### config.mk
export PLATFORM = sky130hd
export DESIGN_NAME = ib_scan_ctrl
export DESIGN_NICKNAME = d
export VERILOG_FILES = /design/src/rtl/ib_scan_ctrl.sv
export SDC_FILE = /design/constraint.sdc
export NUM_CORES = 1
export LEC_CHECK = 0
export BUFFER_PORTS_ARGS = -buffer_cell sky130_fd_sc_hd__buf_4
export CORE_MARGIN = 4
export CORE_UTILIZATION = 58
export DETAILED_ROUTE_END_ITERATION = 6
export MAX_ROUTING_LAYER = met4
export PLACE_DENSITY = 0.84
export RECOVER_POWER = 50
export SYNTH_ARGS = -nofsm -noshare
export SYNTH_HDL_FRONTEND = slang
export SYNTH_SLANG_ARGS = --single-unit
### constraint.sdc
create_clock -name SYS_CLK -period 3.15 [get_ports SYS_CLK]
set_clock_uncertainty 0.15 [all_clocks]
set_input_delay 0.63 -clock SYS_CLK [delete_from_list [all_inputs] [get_ports SYS_CLK]]
set_output_delay 0.63 -clock SYS_CLK [all_outputs]
set_load 0.05 [all_outputs]
### src/rtl/ib_scan_ctrl.sv
// ib_scan_ctrl: frame scan sequencer for the input buffer.
// Walks the 3x3 window over an N x N output map in row-major order,
// hands positions downstream over valid/ready, and drives the ctrl_reset /
// ctrl_update pulses for the downstream 6:1 row-mux controller.
// Optional feature: define IB_SCAN_STALL_CNT_EN to build the backpressure
// stall counter on stall_cnt_o (tied to zero otherwise).
module ib_scan_ctrl #(
    parameter int DIM_W   = 6,
    parameter int STALL_W = 16
) (
    input  logic               SYS_CLK,
    input  logic               SYS_NRST,
    input  logic               start_i,
    input  logic [3:0]         mode_i,
    input  logic [DIM_W-1:0]   pic_size_i,
    input  logic               padding_i,
    input  logic               win_ready_i,
    output logic               win_valid_o,
    output logic [DIM_W-1:0]   row_o,
    output logic [DIM_W-1:0]   col_o,
    output logic               pad_o,
    output logic [3:0]         mode_o,
    output logic               ctrl_reset_o,
    output logic               ctrl_update_o,
    output logic               busy_o,
    output logic               done_o,
    output logic               err_o,
    output logic [STALL_W-1:0] stall_cnt_o
);

    typedef enum logic [1:0] {
        ST_IDLE,
        ST_LOAD,
        ST_RUN,
        ST_DONE
    } state_t;

    state_t           state_reg;
    logic [DIM_W:0]   last_reg;      // N-1 of the latched frame
    logic             padding_reg;

    logic [DIM_W:0]   cfg_sum;       // pic_size + 2*padding, one bit wider
    logic             cfg_ok;
    logic [DIM_W:0]   last_next;     // N-1 = pic_size - 3 + 2*padding
    logic             row_last;
    logic             col_last;
    logic [DIM_W-1:0] row_inc;
    logic [DIM_W-1:0] col_inc;
    logic             transfer;

    // Configuration arithmetic and counter wrap detection.
    always_comb begin
        cfg_sum   = {1'b0, pic_size_i} + {{(DIM_W-1){1'b0}}, padding_i, 1'b0};
        cfg_ok    = (cfg_sum >= (DIM_W+1)'(3));
        last_next = cfg_sum - (DIM_W+1)'(3);
        row_last  = ({1'b0, row_o} == last_reg);
        col_last  = ({1'b0, col_o} == last_reg);
        row_inc   = row_o + DIM_W'(1);
        col_inc   = col_o + DIM_W'(1);
        transfer  = win_valid_o & win_ready_i;
    end

    // Border test for a window position of the latched frame.
    function automatic logic pad_at(input logic [DIM_W-1:0] r, input logic [DIM_W-1:0] c);
        return padding_reg & ((r == '0) || ({1'b0, r} == last_reg) ||
                              (c == '0) || ({1'b0, c} == last_reg));
    endfunction

    // Scan FSM with registered outputs; pulses default low every cycle.
    always_ff @(posedge SYS_CLK or negedge SYS_NRST) begin
        if (!SYS_NRST) begin
            state_reg     <= ST_IDLE;
            last_reg      <= '0;
            padding_reg   <= 1'b0;
            win_valid_o   <= 1'b0;
            row_o         <= '0;
            col_o         <= '0;
            pad_o         <= 1'b0;
            mode_o        <= '0;
            ctrl_reset_o  <= 1'b0;
            ctrl_update_o <= 1'b0;
            busy_o        <= 1'b0;
            done_o        <= 1'b0;
            err_o         <= 1'b0;
        end else begin
            ctrl_reset_o  <= 1'b0;
            ctrl_update_o <= 1'b0;
            done_o        <= 1'b0;
            err_o         <= 1'b0;
            case (state_reg)
                ST_IDLE: begin
                    if (start_i) begin
                        if (cfg_ok) begin
                            last_reg     <= last_next;
                            padding_reg  <= padding_i;
                            mode_o       <= mode_i;
                            row_o        <= '0;
                            col_o        <= '0;
                            ctrl_reset_o <= 1'b1;
                            busy_o       <= 1'b1;
                            state_reg    <= ST_LOAD;
                        end else begin
                            err_o <= 1'b1;
                        end
                    end
                end
                ST_LOAD: begin
                    win_valid_o <= 1'b1;
                    pad_o       <= padding_reg;   // (0,0) is always a border window
                    state_reg   <= ST_RUN;
                end
                ST_RUN: begin
                    if (transfer) begin
                        if (col_last) begin
                            col_o         <= '0;
                            ctrl_update_o <= 1'b1;
                            if (row_last) begin
                                row_o       <= '0;
                                pad_o       <= 1'b0;
                                win_valid_o <= 1'b0;
                                done_o      <= 1'b1;
                                state_reg   <= ST_DONE;
                            end else begin
                                row_o <= row_inc;
                                pad_o <= pad_at(row_inc, '0);
                            end
                        end else begin
                            col_o <= col_inc;
                            pad_o <= pad_at(row_o, col_inc);
                        end
                    end
                end
                ST_DONE: begin
                    busy_o    <= 1'b0;
                    state_reg <= ST_IDLE;
                end
                default: state_reg <= ST_IDLE;
            endcase
        end
    end

`ifdef IB_SCAN_STALL_CNT_EN
    logic [STALL_W-1:0] stall_reg;

    // Saturating count of RUN cycles where the consumer held ready low.
    always_ff @(posedge SYS_CLK or negedge SYS_NRST) begin
        if (!SYS_NRST) begin
            stall_reg <= '0;
        end else if (state_reg == ST_LOAD) begin
            stall_reg <= '0;
        end else if ((state_reg == ST_RUN) && !win_ready_i && (stall_reg != '1)) begin
            stall_reg <= stall_reg + STALL_W'(1);
        end
    end

    assign stall_cnt_o = stall_reg;
`else
    assign stall_cnt_o = '0;
`endif

endmodule

==> key figures <==
Synthesis
  – YS warnings: 0
  – Post-synth top flop: dfrtp_1
  – Mapped Area: roughly 2300 sq um
  – Sequential fraction of the synthesis area: 35.8%
  – FF+latch count, synth: 33
  – Synth cell types: 56
  – Number of synthesized flops with an enable pin: 0
  – Mapped Cells: 237
  – Post-Syn Area per Cell: roughly 9.7 sq um
  – Asr flop ratio synth: 100%

Timing
  – Min Tclk post-route: 2.63 ns
  – Max-slew violation count: 34
  – Worst slew margin: -16.6%
  – RSZ-0062 raised after global routing: false
  – Worst Max-Slew Pin Slew: ~1.7 ns
  – Total negative setup slack: 0 ns
  – Fmax: between 300 and 400 MHz
  – Fin. Hold Viols: 0
  – Setup WS post-layout: approximately 0.52 ns
  – # setup viols final: 0
  – Tcrit/Tclk final: 83.5%

Global routing
  – Antenna violations before repair: 0
  – Largest net degree at the start of global routing: 34
  – Overflow after GRT: 0
  – Vias in the first global route: approximately 1800
  – Total track usage: a little over a fifth
  – First-pass GRT wire length: between 8000 and 9000 um

Clock tree
  – CTS Hold Bufs: 0
  – CTS tree: built
  – Post-CTS setup buffer count: 0
  – Clk sinks: 33
  – Clock root cell: clkbuf_8
  – Clock-pin slew on the worst setup and hold paths: ~0.060 ns
  – H-tree depth: 2
  – Clk Latency, worst-skew pair: around 0.29 ns
  – Cts repair resizes: 0
  – Total CTS buffers: 5
  – Max Root-Sink Buffers: 2

Setup path
  – Crit path max fanout: 7
  – Crit path capture type: flip-flop
  – Critical path arrival: ~2.7 ns
  – Startpoint types: input port
  – CP startpoint: pic_size_i[1]
  – CP required: approximately 3.2 ns
  – Crit path kind: input port to flip-flop
  – Launch point of the worst reg-to-reg path: col_o[3]

Layout
  – Max reg flops: 7
  – Final #Nets: between 300 and 400
  – Share of layout cells above drive strength 1: between 20 and 25%
  – Filler Cells Inserted: approximately 330
  – Ant diodes: 0
  – Area Growth Syn to Fin: 12.4%
  – Finished Layout Cells: 323
  – FF+latch area: between 800 and 900 sq um
  – Multi-input logic area: 1350 sq um

Power
  – Sw Ratio: about half
  – LEAKAGE: approximately 1.2 nW
  – Cell Int Power: roughly 0.0012 W
  – Pwr Density: 888 nW/um^2
  – Comb power frac: 55.4%
  – Reg power frac: about 32%
  – Sw Pwr: about 0.0011 W
  – Clock power share: around 12%
  – VDD IR-drop max: ~520 uV

Floorplan
  – Site row count: 22
  – Io pins: 54
  – Core area: approximately 3700 sq um
  – Die ar.: about 5000 sq um
  – Die Width: about 71 um
  – Die H: 71.1 um
  – Starting density of the core: ~60%

Drt
  – Via-to-Cell Ratio: slightly below 6
  – WL per Instance: 15.5 um
  – First-pass DRT Iterations: 4
  – Final ANT Viol Nets: 0
  – Vias: roughly 1900
  – DRC: 0
  – WL final: 5000 um
  – DR iter-0 viols: 89

Min path
  – Hold_sp: mode_o[0]
  – Tightest Hold Check Type: flip-flop to flip-flop

Placed design
  – Place WS: ~0.25 ns
  – Placer Congestion: about 0.86
  – Placed cells: between 300 and 400
  – Input/output buffers: 37
  – DP Wirelength: about 3700 um

Run status
  – Status: finished, violations left
  – Failing checks: max-capacitance violations, max-slew violations

Run
  – Max-cap violations: 1
## synthesized netlist by cell type (all sizes together), types with 2 or more instances
master | number | area share [%]
nand2b | 2 | 0.54
o31ai | 3 | 0.98
xor2 | 13 | 5.7
and3 | 3 | 0.81
nand2 | 17 | 2.8
o2111ai | 4 | 1.8
a22o | 3 | 1.1
or4 | 4 | 1.3
nor2 | 16 | 2.6
nor4 | 6 | 2.3
mux2i | 4 | 1.7
a21oi | 8 | 1.7
o21ai | 7 | 1.5
dfrtp | 33 | 36
nor3 | 6 | 1.3
ha | 10 | 5.4
a31o | 2 | 0.76
buf | 20 | 6.3
nand3 | 10 | 2.2
clkbuf | 3 | 0.54
inv | 9 | 1.5
xnor2 | 9 | 3.4
or2 | 2 | 0.54
o21bai | 4 | 1.3
nor2b | 2 | 0.54
mux2 | 11 | 5.4
a31oi | 4 | 1.4
## routing by layer
layer  share of wire, %  GRT usage (%)  wire length, um
met2                 47           31.7             2360
met3                6.4           5.54              322
met4                2.4           9.39              119
met1                 44           28.2             2190
met5                  0              -                0
## metrics by stage
| stage | hold WS, ns | util [%] | instance area [sq um] | total power, W |
|---|---|---|---|---|
| after floorplan | 0.184 | - | 2360 | 0.00175 |
| after global placement | 0.342 | 68.5 | 2570 | 0.00203 |
| after detailed placement | 0.357 | 68.5 | 2570 | 0.00205 |
| after CTS | 0.139 | 70.5 | 2640 | 0.00235 |
| after global routing | 0.392 | 69.3 | 2590 | 0.00247 |
| final | 0.364 | 69.3 | 2590 | 0.00231 |
## worst max-delay path: stages
cell       delay, ns
buf_4           0.12
ha_1            0.32
ha_1            0.28
nor4_1          0.33
o2111ai_1       0.31
nand2_1         0.26
nor3_1          0.14
a32o_1          0.27
## worst paths after layout
| kind | slack (ns) | end | depth (start not counted) |
|---|---|---|---|
| worst max register to register | 0.62 | state_reg[1] | 5 |
| worst min register to register | 0.36 | mode_o[0] | 1 |
| min in group asynchronous | 0.66 | col_o[3] | 1 |
| max in group asynchronous | 1.19 | mode_o[2] | 1 |
| worst min-delay path | 0.36 | mode_o[0] | 1 |
| worst max-delay path | 0.52 | row_o[3] | 8 |
## cell type report
cell class | count | share of cell area, %
clock buffer | 5 | 2.65
clock inverter | 1 | 0.193
inverter | 9 | 1.30
multi-input combinational | 187 | 51.9
sequential | 33 | 31.8
tap | 48 | 2.31
timing repair buffer | 40 | 9.84
## power by group through the flow
stage	clock network (W)	logic, W	registers [W]
3_5_place_dp	0	0.00130	0.000750
2_1_floorplan	0	0.000831	0.000916
5_1_grt	0.000317	0.00139	0.000767
4_1_cts	0.000298	0.00131	0.000742
6_report	0.000287	0.00128	0.000742
3_3_place_gp	0	0.00128	0.000743
## cell usage in the layout, fill, tap and decap left out, types with 10 or more instances in the layout
cell type and n:
dfrtp_1 33, xor2_1 12, mux2_2 11, nand2_1 17
ha_1 10, conb_1 16, nor2_1 16, nand3_1 10
buf_4 28, clkbuf_1 12
## logic make-up (layout without fill, tap and decap cells)
kind of cell | count (synthesis) | count (layout) | share of synthesized area [%]
AND/OR/NAND/NOR | 78 | 78 | 18.4
AO/OA/AOI/OAI | 46 | 46 | 15.6
flip-flops | 33 | 33 | 35.8
buffers and inverters | 32 | 55 | 8.35
XOR/XNOR | 22 | 22 | 9.16
multiplexers | 15 | 15 | 7.10
adder cells (fa/ha/maj) | 10 | 10 | 5.42
other | 1 | 16 | 0.162
(Power assumes the default switching activity.)
